===== src/rtl/if_inst_fifo_pkg.sv =====
// Shared types for the IF->ID fetch buffer.
// Defines the 65-bit fetch entry and the NOP word.
package if_inst_fifo_pkg;

  localparam logic [31:0] FETCH_NOP = 32'h0000_0000;

  typedef struct packed {
    logic [31:0] pc;
    logic [31:0] inst;
    logic        exc;
  } fetch_entry_t;

endpackage


===== src/rtl/if_inst_fifo_if.sv =====
// Fetch buffer bundle: icache push side, decode pop side, status.
// master = IF/ID/controller side, slave = fifo.
interface if_inst_fifo_if #(
  parameter int CNT_W = 3
);
  logic             push_valid;
  logic [31:0]      push_pc;
  logic [31:0]      push_inst;
  logic             push_exc;
  logic             pop;
  logic             out_valid;
  logic [31:0]      out_pc;
  logic [31:0]      out_inst;
  logic             out_exc;
  logic             fifo_full;
  logic             almost_full;
  logic             fifo_empty;
  logic [CNT_W-1:0] count;

  modport master (
    output push_valid, push_pc, push_inst,
    output push_exc, pop,
    input  out_valid, out_pc, out_inst, out_exc,
    input  fifo_full, almost_full, fifo_empty,
    input  count
  );

  modport slave (
    input  push_valid, push_pc, push_inst,
    input  push_exc, pop,
    output out_valid, out_pc, out_inst, out_exc,
    output fifo_full, almost_full, fifo_empty,
    output count
  );
endinterface


===== src/rtl/if_inst_fifo_ptr.sv =====
// Wrapping pointer register with increment and clear.
// Ports: clk, resetn (sync, low), clr, inc, ptr.
module if_inst_fifo_ptr #(
  parameter int W = 3
) (
  input  logic         clk,
  input  logic         resetn,
  input  logic         clr,
  input  logic         inc,
  output logic [W-1:0] ptr
);

  always_ff @(posedge clk) begin
    if (!resetn || clr) begin
      ptr <= '0;
    end else if (inc) begin
      ptr <= ptr + W'(1);
    end
  end

endmodule


===== src/rtl/if_inst_fifo.sv =====
// Show-ahead instruction buffer between IF and ID.
// Ports: clk, resetn (sync, low), flush, fif (slave bundle).
module if_inst_fifo
  import if_inst_fifo_pkg::*;
#(
  parameter int DEPTH = 4,
  parameter int PTR_W = $clog2(DEPTH)
) (
  input  logic         clk,
  input  logic         resetn,
  input  logic         flush,
  if_inst_fifo_if.slave fif
);

  logic [PTR_W:0]   wr_ptr;
  logic [PTR_W:0]   rd_ptr;
  logic [PTR_W:0]   cnt;
  logic             empty;
  logic             full;
  logic             pop_fire;
  logic             push_fire;
  fetch_entry_t     mem [DEPTH];
  fetch_entry_t     head;
  fetch_entry_t     wdata;

  // Status depends only on registered pointers.
  assign cnt   = wr_ptr - rd_ptr;
  assign empty = (wr_ptr == rd_ptr);
  assign full  = (wr_ptr[PTR_W] != rd_ptr[PTR_W]) &&
                 (wr_ptr[PTR_W-1:0] == rd_ptr[PTR_W-1:0]);

  assign pop_fire  = fif.pop & ~empty;
  // A full fifo still takes a push when the head leaves.
  assign push_fire = fif.push_valid & (~full | pop_fire);

  if_inst_fifo_ptr #(.W(PTR_W+1)) u_wr_ptr (
    .clk    (clk),
    .resetn (resetn),
    .clr    (flush),
    .inc    (push_fire),
    .ptr    (wr_ptr)
  );

  if_inst_fifo_ptr #(.W(PTR_W+1)) u_rd_ptr (
    .clk    (clk),
    .resetn (resetn),
    .clr    (flush),
    .inc    (pop_fire),
    .ptr    (rd_ptr)
  );

  assign wdata.pc   = fif.push_pc;
  assign wdata.inst = fif.push_inst;
  assign wdata.exc  = fif.push_exc;

  always_ff @(posedge clk) begin
    if (resetn && !flush && push_fire) begin
      mem[wr_ptr[PTR_W-1:0]] <= wdata;
    end
  end

  assign head = mem[rd_ptr[PTR_W-1:0]];

  assign fif.out_valid   = ~empty;
  assign fif.out_pc      = empty ? 32'h0 : head.pc;
  assign fif.out_inst    = empty ? FETCH_NOP : head.inst;
  assign fif.out_exc     = ~empty & head.exc;
  assign fif.fifo_full   = full;
  assign fif.almost_full = (cnt >= (PTR_W+1)'(DEPTH-1));
  assign fif.fifo_empty  = empty;
  assign fif.count       = cnt;

endmodule


===== src/flat_wrapper.sv =====
// flat-port wrapper written by rule: the top's interface ports become plain ports
module if_inst_fifo_flat import if_inst_fifo_pkg::*;
#(
  parameter int DEPTH = 4,
  parameter int PTR_W = $clog2(DEPTH)
)
  (clk, resetn, flush, fif_push_valid, fif_push_pc, fif_push_inst, fif_push_exc, fif_pop, fif_out_valid, fif_out_pc, fif_out_inst, fif_out_exc, fif_fifo_full, fif_almost_full, fif_fifo_empty, fif_count);
  if_inst_fifo_if #(.CNT_W((3))) fif_i ();
  input  logic clk;
  input  logic resetn;
  input  logic flush;
  input wire logic [$bits(fif_i.push_valid)-1:0] fif_push_valid;
  input wire logic [$bits(fif_i.push_pc)-1:0] fif_push_pc;
  input wire logic [$bits(fif_i.push_inst)-1:0] fif_push_inst;
  input wire logic [$bits(fif_i.push_exc)-1:0] fif_push_exc;
  input wire logic [$bits(fif_i.pop)-1:0] fif_pop;
  output wire logic [$bits(fif_i.out_valid)-1:0] fif_out_valid;
  output wire logic [$bits(fif_i.out_pc)-1:0] fif_out_pc;
  output wire logic [$bits(fif_i.out_inst)-1:0] fif_out_inst;
  output wire logic [$bits(fif_i.out_exc)-1:0] fif_out_exc;
  output wire logic [$bits(fif_i.fifo_full)-1:0] fif_fifo_full;
  output wire logic [$bits(fif_i.almost_full)-1:0] fif_almost_full;
  output wire logic [$bits(fif_i.fifo_empty)-1:0] fif_fifo_empty;
  output wire logic [$bits(fif_i.count)-1:0] fif_count;
  assign fif_i.push_valid = fif_push_valid;
  assign fif_i.push_pc = fif_push_pc;
  assign fif_i.push_inst = fif_push_inst;
  assign fif_i.push_exc = fif_push_exc;
  assign fif_i.pop = fif_pop;
  assign fif_out_valid = fif_i.out_valid;
  assign fif_out_pc = fif_i.out_pc;
  assign fif_out_inst = fif_i.out_inst;
  assign fif_out_exc = fif_i.out_exc;
  assign fif_fifo_full = fif_i.fifo_full;
  assign fif_almost_full = fif_i.almost_full;
  assign fif_fifo_empty = fif_i.fifo_empty;
  assign fif_count = fif_i.count;
  if_inst_fifo #(.DEPTH(DEPTH), .PTR_W(PTR_W)) u_core (.clk(clk), .resetn(resetn), .flush(flush), .fif(fif_i));
endmodule

===== config.mk =====
export PLATFORM = sky130hd
export DESIGN_NAME = if_inst_fifo_flat
export DESIGN_NICKNAME = d
export VERILOG_FILES = /design/src/rtl/if_inst_fifo_pkg.sv /design/src/rtl/if_inst_fifo_if.sv /design/src/rtl/if_inst_fifo_ptr.sv /design/src/rtl/if_inst_fifo.sv /design/src/flat_wrapper.sv
export SDC_FILE = /design/constraint.sdc
export NUM_CORES = 1
export LEC_CHECK = 0
export BUFFER_PORTS_ARGS = -buffer_cell sky130_fd_sc_hd__buf_2
export CAP_MARGIN = 25
export CORE_MARGIN = 5
export CORE_UTILIZATION = 38
export CTS_BUF_LIST = sky130_fd_sc_hd__clkbuf_2 sky130_fd_sc_hd__clkbuf_4 sky130_fd_sc_hd__clkbuf_8
export DETAILED_ROUTE_END_ITERATION = 6
export GPL_TIMING_DRIVEN = 0
export PLACE_DENSITY = 0.58
export SYNTH_ARGS = -nofsm -noshare
export SYNTH_HDL_FRONTEND = slang
export SYNTH_SLANG_ARGS = --single-unit

===== constraint.sdc =====
create_clock -name clk -period 4.2 [get_ports clk]
set_clock_uncertainty 0.05 [all_clocks]
set_input_delay 0.42 -clock clk [delete_from_list [all_inputs] [get_ports clk]]
set_output_delay 0.42 -clock clk [all_outputs]
set_load 0.02 [all_outputs]

==> impl_metrics.py <==
metrics = {
    "power_and_ir_drop": {
        "power_mw": 5.44,
        "pwr_density_cell_nw_per_um2": 435,
        "cellLeakagePower_nw": 4.31,
        "vdd_ir_drop_max_uv": 240,
    },
    "die": {
        "fp.dieH_um": 175,
        "ios": 142,
        "die_x_um": 175,
        "row_count": 60,
        "dieArea_um2": 30700,
        "coreArea_um2": 26900,
        "start_util_pct": 38.6,
    },
    "clock_tree": {
        "cts_htree_levels": 2,
        "cts_tree": "yes",
        "cts_made_buffers": 45,
        "cts.hold.buffers_added": 0,
        "ctsRootBufferMaster": "clkbuf_8",
        "cts_resized": 0,
        "clk_pin_slew_ps": 60,
        "cts_setup_buffers": 0,
        "numClockSinks": 268,
        "clock_latency_ps": 530,
        "clockBufferDepth": 3,
    },
    "global_route": {
        "grt_pass1_vias": 5653,
        "grt_max_degree": 38,
        "antenna_found_initial": 3,
        "grt_pass1_wl_um": 32000,
        "gr-total-overflow": 0,
        "grt_usage_pct": 13.5,
    },
    "cells_and_area": {
        "regArea_um2": 7970,
        "diodes": 0,
        "final_cell_mix": "edfxtp_1 (260), buf_2 (148), nor2b_1 (66), mux4_2 (65), clkbuf_8 (50)",
        "fin_nets": 743,
        "multi_input_area_um2": 2240,
        "drive_above_1_share_pct": 43.0,
        "synthToLayoutAreaGrowth_pct": 20.5,
        "fill_cells": 2300,
        "final_common_cell": "edfxtp_1",
    },
    "run_status": {
        "status": "finished, final reports clean",
    },
    "drt": {
        "drt-wirelength-per-cell_um": 20.0,
        "vias_per_cell": 4.89,
        "firstDrtPassIters": 4,
        "vias": 5078,
        "drc_errors": 0,
        "ant_nets": 0,
        "drt_iter0_drc": 258,
        "wl_um": 20800,
    },
    "timing": {
        "setup_violations": 0,
        "finalCritPeriodShare_pct": 76.3,
        "worst_slew_pin_slew_ps": 701,
        "maxSlewViolCount": 0,
        "rsz0062_at_grt": "false",
        "hold_viol": 0,
        "postLayoutSetupSlackWorst_ps": 994,
        "max_freq_mhz": 312,
        "layout_min_cycle_time_ps": 3210,
        "maxSlewHeadroom_pct": 53.2,
    },
    "critical_path": {
        "crit_path_start_kind": "flop",
        "required_ps": 3730,
        "worst-endpoint-arrival_ps": 2740,
        "end_kind": "primary output",
        "critPathKind": "flop to primary output",
        "cp_max_fo": 10,
    },
    "job": {
        "cap_violations": 0,
    },
    "placement": {
        "gp_congestion": 0.707,
        "dp_slack_ps": 1470,
        "port_buffers": 141,
        "dp_hpwl_um": 12900,
    },
    "logic_synthesis": {
        "ys_types": 27,
        "yosys_warnings": 0,
        "synthCells": 473,
        "ys_ff_latch": 268,
        "yosysSeqAreaShare_pct": 76.8,
        "synth.avg_cell_area_um2": 21.9,
        "syn_nets": 551,
        "syn_area_um2": 10400,
    },
    "min_path": {
        "min_path_type": "input pin to flop",
    },
}
-- layer usage --
layer / up-vias / share of wire [%] / global-route usage [%]
met5: - / 0.16 / 0
met4: 6 / 2.3 / 4.48
met3: 47 / 5.3 / 3.79
met2: 127 / 50 / 22.9
met1: 2595 / 42 / 16.9
li1: 2303 / - / -
-- kinds of logic after synthesis --
group           after synthesis  share of synthesized area (%)
compound gates                6                          0.410
xor+xnor                      3                          0.253
fa+ha+maj                     8                           1.04
buf+inv                      30                           1.76
flops                       268                           76.8
mux                          71                           14.7
simple gates                 87                           5.01
-- power breakdown --
group          total (mW)  switching, mW  internal [mW]
logic               0.275          0.168          0.108
clock network        2.19          0.973           1.22
registers            2.97        0.00625           2.96
-- state kept, by name, indices dropped and copies added, names as in the netlist, named ones only --
| signal | count |
|---|---|
| u_core.u_rd_ptr.ptr | 3 |
| u_core.u_wr_ptr.ptr | 3 |
| u_core.mem | 260 |
-- synth_stat cells --
library cell  count  area (µm²)
nand2_1          10        37.5
and2_1            1        6.26
ha_1              7        87.6
nor2_1            1        3.75
nand4_1           1        6.26
nor2_2            1        6.26
a31oi_1           1        6.26
clkbuf_2          1        5.00
mux4_2           65        1460
xnor2_1           2        17.5
nand4b_1          1        8.76
mux2i_1           6        60.1
dfxtp_1           8         160
edfxtp_1        260        7810
o211ai_1          2        15.0
nand2b_1          2        12.5
and3_1            4        25.0
inv_1             8        30.0
xor2_1            1        8.76
a21oi_1           1        5.00
fa_1              1        20.0
clkbuf_1          6        22.5
a21o_1            1        7.51
o31a_1            1        8.76
buf_6             8        90.1
nor2b_1          66         413
buf_2             7        35.0
-- final cells by class --
type / count / area share (%)
Multi-Input combinational cell: 175 / 17.9
Inverter: 8 / 0.240
Clock inverter: 15 / 0.521
Tap cell: 341 / 3.41
Buffer: 22 / 1.22
Timing Repair Buffer: 145 / 6.53
Clock buffer: 65 / 6.41
Sequential cell: 268 / 63.8
-- worst max-delay path, cell delays in order, from the launching register on --
cell and delay, ps:
dfxtp_1 380, inv_1 120, ha_1 350, nand2_1 110
nor2_2 310, clkbuf_1 590, nor2b_1 150, buf_2 200
-- path summary, 6_finish.rpt --
path	cells after the start	from	slack [ps]	endpoint
setup / recovery	7	u_core.u_wr_ptr.ptr[0]	990	fif_out_inst[25]
hold / removal	1	fif_push_exc	50	u_core.mem[2][0]
setup reg to reg	6	u_core.u_wr_ptr.ptr[0]	1630	u_core.mem[1][56]
hold reg to reg	2	u_core.u_wr_ptr.ptr[0]	460	u_core.u_wr_ptr.ptr[0]
-- through the flow --
stage	cell area (µm²)	util (%)	instances	hold WS (ps)	TNS, ps
after global routing	12500	46.5	1039	8.66	0
after global placement	11500	42.8	955	432	-107940
after detailed placement	11600	43.3	959	464	0
after CTS	12500	46.5	1039	14.0	0
final	12500	46.5	1039	53.6	0
after floorplan	10400	-	473	419	0
(Power assumes the default switching activity.)
